==> config.mk <==
export PLATFORM = sky130hd
export DESIGN_NAME = l1_thresh_sequencer
export DESIGN_NICKNAME = d
export VERILOG_FILES = /design/src/rtl/l1_thresh_sequencer.sv
export SDC_FILE = /design/constraint.sdc
export NUM_CORES = 1
export LEC_CHECK = 0
export CORE_MARGIN = 10
export CORE_UTILIZATION = 48
export CTS_CLUSTER_SIZE = 40
export DETAILED_ROUTE_END_ITERATION = 10
export GPL_TIMING_DRIVEN = 0
export PLACE_DENSITY = 0.83
export SLEW_MARGIN = 20
export SYNTH_ARGS = -nofsm -noshare
export SYNTH_HDL_FRONTEND = slang
export SYNTH_SLANG_ARGS = --single-unit
==> constraint.sdc <==
create_clock -name wb_clk_i -period 3.49 [get_ports wb_clk_i]
set_clock_uncertainty 0.05 [all_clocks]
set_input_delay 0.349 -clock wb_clk_i [delete_from_list [all_inputs] [get_ports wb_clk_i]]
set_output_delay 0.349 -clock wb_clk_i [all_outputs]
set_load 0.05 [all_outputs]
==> src/rtl/l1_thresh_sequencer.sv <==
// l1_thresh_sequencer: Wishbone-master sequencer that masks all beams, loads
// per-beam thresholds from the housekeeping threshold RAM, strobes the commit
// bit, waits a settle interval and restores the caller's beam mask.
// Optional feature macro: L1_SEQ_TIMEOUT_EN (ack watchdog with sticky err_o).
module l1_thresh_sequencer #(
  parameter int unsigned NBEAMS        = 48,
  parameter logic [14:0] THR_BASE      = 15'h0800,
  parameter logic [14:0] MASK_ADDR     = 15'h2008,
  parameter logic [14:0] UPDATE_ADDR   = 15'h200C,
  parameter int unsigned SETTLE_CYCLES = 16,
  parameter int unsigned TIMEOUT       = 255
) (
  input  logic        wb_clk_i,
  input  logic        wb_rst_ni,
  input  logic        start_i,
  input  logic [5:0]  thr_count_i,
  input  logic [31:0] mask_i,
  output logic        thr_rd_o,
  output logic [5:0]  thr_idx_o,
  input  logic [17:0] thr_dat_i,
  output logic        wb_cyc_o,
  output logic        wb_stb_o,
  output logic        wb_we_o,
  output logic [14:0] wb_adr_o,
  output logic [31:0] wb_dat_o,
  output logic [3:0]  wb_sel_o,
  input  logic        wb_ack_i,
  output logic        busy_o,
  output logic        done_o,
  output logic        err_o
);

  localparam int unsigned IDX_W = 6;
  localparam int unsigned ADR_W = 15;
  localparam int unsigned DAT_W = 32;
  localparam int unsigned THR_W = 18;
  localparam int unsigned SET_W = $clog2(SETTLE_CYCLES + 1);
  localparam int unsigned WD_W  = 8;
  localparam logic [IDX_W-1:0] MAX_CNT   = IDX_W'(NBEAMS);
  localparam logic [SET_W-1:0] SET_LAST  = SET_W'(SETTLE_CYCLES - 1);
  localparam logic [DAT_W-1:0] ALL_MASK  = 32'hFFFF_FFFF;
  localparam logic [DAT_W-1:0] COMMIT_WD = 32'h8000_0000;

  typedef enum logic [3:0] {
    S_IDLE, S_MASK, S_FETCH, S_FWAIT, S_THR, S_COMMIT, S_SETTLE, S_RESTORE, S_DONE
  } state_t;

  state_t             state_q, state_d;
  logic [IDX_W-1:0]   idx_q, idx_d, idx_inc;
  logic [IDX_W-1:0]   cnt_q, cnt_d;
  logic [DAT_W-1:0]   mask_q, mask_d;
  logic [SET_W-1:0]   settle_q, settle_d;
  logic               cyc_d, rd_d, busy_d, done_d;
  logic [ADR_W-1:0]   adr_d;
  logic [DAT_W-1:0]   dat_d;
  logic [IDX_W-1:0]   tidx_d;
  logic               wr_req;
  logic [ADR_W-1:0]   wr_adr;
  logic [DAT_W-1:0]   wr_dat;
  state_t             wr_next;
  logic               start_acc_c;
  logic               timeout_c;

  assign wb_sel_o    = 4'hF;
  assign start_acc_c = (state_q == S_IDLE) && start_i;

`ifdef L1_SEQ_TIMEOUT_EN
  logic [WD_W-1:0] wdog_q;

  // Ack watchdog: cleared whenever no transaction is open
  always_ff @(posedge wb_clk_i) begin
    if (!wb_rst_ni) begin
      wdog_q <= '0;
    end else if (!wb_cyc_o) begin
      wdog_q <= '0;
    end else if (!wb_ack_i) begin
      wdog_q <= wdog_q + WD_W'(1);
    end
  end

  assign timeout_c = wb_cyc_o && !wb_ack_i && (wdog_q == WD_W'(TIMEOUT - 1));

  // Sticky timeout flag, cleared by an accepted start
  always_ff @(posedge wb_clk_i) begin
    if (!wb_rst_ni) begin
      err_o <= 1'b0;
    end else if (start_acc_c) begin
      err_o <= 1'b0;
    end else if (timeout_c) begin
      err_o <= 1'b1;
    end
  end
`else
  assign timeout_c = 1'b0;
  assign err_o     = 1'b0;
`endif

  // Next-state and next-output logic; write states share one handshake path
  always_comb begin
    state_d  = state_q;
    idx_d    = idx_q;
    cnt_d    = cnt_q;
    mask_d   = mask_q;
    settle_d = settle_q;
    cyc_d    = 1'b0;
    adr_d    = wb_adr_o;
    dat_d    = wb_dat_o;
    rd_d     = 1'b0;
    tidx_d   = thr_idx_o;
    done_d   = 1'b0;
    idx_inc  = idx_q + IDX_W'(1);
    wr_req   = 1'b0;
    wr_adr   = '0;
    wr_dat   = '0;
    wr_next  = state_q;

    case (state_q)
      S_IDLE: begin
        if (start_i) begin
          state_d = S_MASK;
          mask_d  = mask_i;
          cnt_d   = (thr_count_i > MAX_CNT) ? MAX_CNT : thr_count_i;
          idx_d   = '0;
        end
      end
      S_MASK: begin
        wr_req  = 1'b1;
        wr_adr  = MASK_ADDR;
        wr_dat  = ALL_MASK;
        wr_next = (cnt_q == '0) ? S_COMMIT : S_FETCH;
      end
      S_FETCH: begin
        rd_d    = 1'b1;
        tidx_d  = idx_q;
        state_d = S_FWAIT;
      end
      S_FWAIT: begin
        state_d = S_THR;
      end
      S_THR: begin
        // RAM data is valid on the issue cycle and is captured into wb_dat_o there
        wr_req  = 1'b1;
        wr_adr  = THR_BASE + ADR_W'({idx_q, 2'b00});
        wr_dat  = {(DAT_W - THR_W)'(0), thr_dat_i};
        wr_next = (idx_inc < cnt_q) ? S_FETCH : S_COMMIT;
        if (wb_cyc_o && wb_ack_i) begin
          idx_d = idx_inc;
        end
      end
      S_COMMIT: begin
        wr_req   = 1'b1;
        wr_adr   = UPDATE_ADDR;
        wr_dat   = COMMIT_WD;
        wr_next  = S_SETTLE;
        settle_d = '0;
      end
      S_SETTLE: begin
        if (settle_q == SET_LAST) begin
          state_d = S_RESTORE;
        end else begin
          settle_d = settle_q + SET_W'(1);
        end
      end
      S_RESTORE: begin
        wr_req  = 1'b1;
        wr_adr  = MASK_ADDR;
        wr_dat  = mask_q;
        wr_next = S_DONE;
      end
      S_DONE: begin
        state_d = S_IDLE;
      end
      default: begin
        state_d = S_IDLE;
      end
    endcase

    // Classic single write: issue on an idle cycle, hold until ack or timeout
    if (wr_req) begin
      if (!wb_cyc_o) begin
        cyc_d = 1'b1;
        adr_d = wr_adr;
        dat_d = wr_dat;
      end else if (wb_ack_i) begin
        state_d = wr_next;
        done_d  = (wr_next == S_DONE);
      end else if (timeout_c) begin
        state_d = S_DONE;
        done_d  = 1'b1;
      end else begin
        cyc_d = 1'b1;
      end
    end

    busy_d = (state_d != S_IDLE);
  end

  // State and registered outputs
  always_ff @(posedge wb_clk_i) begin
    if (!wb_rst_ni) begin
      state_q   <= S_IDLE;
      idx_q     <= '0;
      cnt_q     <= '0;
      mask_q    <= '0;
      settle_q  <= '0;
      wb_cyc_o  <= 1'b0;
      wb_stb_o  <= 1'b0;
      wb_we_o   <= 1'b0;
      wb_adr_o  <= '0;
      wb_dat_o  <= '0;
      thr_rd_o  <= 1'b0;
      thr_idx_o <= '0;
      busy_o    <= 1'b0;
      done_o    <= 1'b0;
    end else begin
      state_q   <= state_d;
      idx_q     <= idx_d;
      cnt_q     <= cnt_d;
      mask_q    <= mask_d;
      settle_q  <= settle_d;
      wb_cyc_o  <= cyc_d;
      wb_stb_o  <= cyc_d;
      wb_we_o   <= cyc_d;
      wb_adr_o  <= adr_d;
      wb_dat_o  <= dat_d;
      thr_rd_o  <= rd_d;
      thr_idx_o <= tidx_d;
      busy_o    <= busy_d;
      done_o    <= done_d;
    end
  end

endmodule
==> results.py <==
metrics = {
    "timing": {
        "setup_tns_ps": 0,
        "report.final.slew_viol_count": 0,
        "setup_viol": 0,
        "max_freq_ghz": 0.331,
        "period_share": 0.865,
        "hold_viol_final": 0,
        "whs_ps": 409,
        "rsz0062_at_grt": "no",
        "fin_crit_ps": 3020,
        "relSlewSlack": 0.603,
        "tightest_slew_ps": 587,
    },
    "layout": {
        "area_growth_pct": 33.7,
        "num_antenna_cells": 0,
        "nFillCells": 727,
        "fin_cells": 768,
        "nets": 723,
        "final_util": 0.667,
        "drive_above_1_share": 0.0606,
    },
    "synthesis": {
        "ys_seq_area_frac": 0.467,
        "syn_avg_cell_area_um2": 8.44,
        "syn-cell-area_mm2": 0.00441,
        "synth_cells": 523,
        "postSynth.asyncResetShare": 0,
        "ys_warn_count": 0,
        "netlist-cell-type-count": 50,
        "synth-seq-cells": 103,
        "synth-main-ff-cell": "dfxtp_1",
        "synth_edf_count": 0,
    },
    "clocking": {
        "ctsHoldBuffers": 0,
        "htreeDepth": 3,
        "post_cts.repair.setup_buffers": 0,
        "clk_pin_slew_ps": 110,
        "cts_buffers": 9,
        "cts.sinks": 103,
        "insertion_delay_ps": 370,
        "tritoncts": "built",
        "cts_buffer_depth": 2,
        "ctsResizeCount": 0,
        "cts_root_buffer": "clkbuf_8",
    },
    "setup_path": {
        "critPathMaxFanout": 7,
        "crit_path_frequent_cell": "ha_1",
        "end_kind": "register",
        "slowest_stage": "or4_1",
        "start_kind": "register",
        "cp_cell_sequence": "ha_1 > nand3_1 > xnor2_1 > ha_1 > a41o_1 > o31ai_2 > o21ai_0 > a311o_1 > or4_1",
        "slowest_delay_ps": 520,
        "crit_required_ps": 3690,
        "critical_path_buf_inv_count": 0,
        "arrival_ps": 3220,
        "crit_family": "compound AO/OA/AOI/OAI gates",
        "critPathKind": "reg2reg",
    },
    "grt": {
        "grt_usage": 0.190,
        "grt_antenna_before_repair": 0,
        "overflow": 0,
        "grt_pass1_wl_um": 20600,
        "grt_pass1_vias": 4140,
        "grt_max_degree": 19,
    },
    "routing": {
        "drt_first_pass_iters": 4,
        "drcViolationCount": 0,
        "routed_via_density": 5.35,
        "avgRoutedWirePerCell_um": 16.5,
        "wl_um": 12700,
        "drtIter0Drc": 213,
        "detail-route-antenna-nets": 0,
        "num_vias": 4111,
    },
    "power": {
        "peakVddDrop_v": 0.000456,
        "p_leak_nw": 2.23,
        "power.density_mw_per_mm2": 711,
    },
    "run_status": {
        "outcome": "complete, no violations",
    },
    "placed_design": {
        "io_buffers": 111,
        "place.gp.congestion": 0.900,
        "placedCellCount": 752,
        "dp_hpwl_um": 9740,
    },
    "floorplanning": {
        "die_w_um": 116,
        "die_h_um": 116,
        "core_mm2": 0.00885,
        "dieArea_mm2": 0.0134,
        "io_pins": 124,
        "rows": 34,
        "start_util": 0.499,
    },
    "hold_path": {
        "hold_class": "reg2reg",
    },
    "run": {
        "drv_cap": 0,
    },
}
## sequential cells by signal (all words and copies together), names as in the netlist
name / count
wb_adr_o: 8
state_q: 4
settle_q: 5
thr_rd_o: 1
busy_o: 1
wb_we_o: 1
idx_q: 6
mask_q: 32
cnt_q: 6
thr_idx_o: 6
wb_dat_o: 32
done_o: 1
## metal layers
metal,up-vias,routed length (µm),part of all wire,global-route usage
li1,2036,-,-,-
met1,1897,5140,0.41,0.220
met3,22,933,0.073,0.0434
met4,0,236,0.019,0.0634
met2,156,6390,0.50,0.338
met5,-,0,0,0
## layout make-up
| type | count | area [µm²] | share of cell area |
|---|---|---|---|
| buffer | 50 | 250 | 0.0424 |
| clock buffer | 9 | 124 | 0.0210 |
| clock inverter | 7 | 78.8 | 0.0134 |
| inverter | 10 | 37.5 | 0.00636 |
| multi-input combinational | 370 | 2100 | 0.356 |
| sequential | 103 | 2060 | 0.350 |
| tap | 108 | 135 | 0.0229 |
| timing repair buffer | 111 | 1110 | 0.188 |
## final timing paths
path / from / cells past startpoint / to / slack, ps
worst max-delay path: idx_q[0] / 9 / busy_o / 470
worst min-delay path: wb_adr_o[6] / 2 / wb_adr_o[6] / 410
worst max register to register: idx_q[0] / 9 / busy_o / 470
worst min register to register: wb_adr_o[6] / 2 / wb_adr_o[6] / 410
## through the flow
stage                     worst slack, ps  area [µm²]  total power (W)
after global routing                  309        5900          0.00442
after global placement                591        5700          0.00341
after CTS                             469        5900          0.00421
final                                 470        5900          0.00419
after detailed placement              505        5700          0.00344
after floorplan                       902        4450          0.00279
## tightest hold or removal path, cell delays in order, from the launching register on
cell,delay (ps)
dfxtp_1,320
nand2_1,50
a21oi_1,50
## where the power goes
part	total (W)	switching, W	internal, W
registers	0.00156	0.000139	0.00143
logic	0.00185	0.00124	0.000609
clock network	0.000781	0.000440	0.000341
## cells in the final DEF, fill, tap and decap left out, types with 15 or more instances in the layout
cell type          n
nor2_1            48
nor3_1            19
o21ai_0           24
a21oi_1           25
dfxtp_1          103
clkdlybuf4s50_1  111
buf_4             15
nor2b_1           17
clkbuf_1          26
a221oi_1          18
nand2_1           88
a21boi_0          39
## synthesized netlist by cell type, types with 3 or more instances
| library cell | number | share of area |
|---|---|---|
| and3_1 | 4 | 0.0057 |
| nor2_1 | 48 | 0.041 |
| buf_4 | 15 | 0.026 |
| buf_1 | 4 | 0.0034 |
| nand3_1 | 12 | 0.014 |
| xor2_1 | 4 | 0.0079 |
| and2_1 | 3 | 0.0043 |
| a221oi_1 | 18 | 0.036 |
| mux2i_1 | 6 | 0.014 |
| nand2_1 | 88 | 0.075 |
| nor3b_1 | 3 | 0.0051 |
| a22oi_1 | 5 | 0.0085 |
| buf_2 | 5 | 0.0057 |
| ha_1 | 8 | 0.023 |
| a21oi_1 | 25 | 0.028 |
| nor3_1 | 19 | 0.022 |
| inv_1 | 9 | 0.0077 |
| o21ai_0 | 24 | 0.027 |
| or3_1 | 4 | 0.0057 |
| a21boi_0 | 39 | 0.066 |
| dfxtp_1 | 103 | 0.47 |
| nor2b_1 | 17 | 0.024 |
| clkbuf_1 | 26 | 0.022 |
## logic make-up after synthesis
group / count (synthesis) / share of synthesized area
simple gates: 210 / 0.219
compound gates: 128 / 0.198
flops: 103 / 0.467
buf+inv: 60 / 0.0652
fa+ha+maj: 8 / 0.0227
xor+xnor: 6 / 0.0119
mux: 6 / 0.0136
other cells: 2 / 0.00170
No activity file was read; power rests on OpenSTA's default activity.
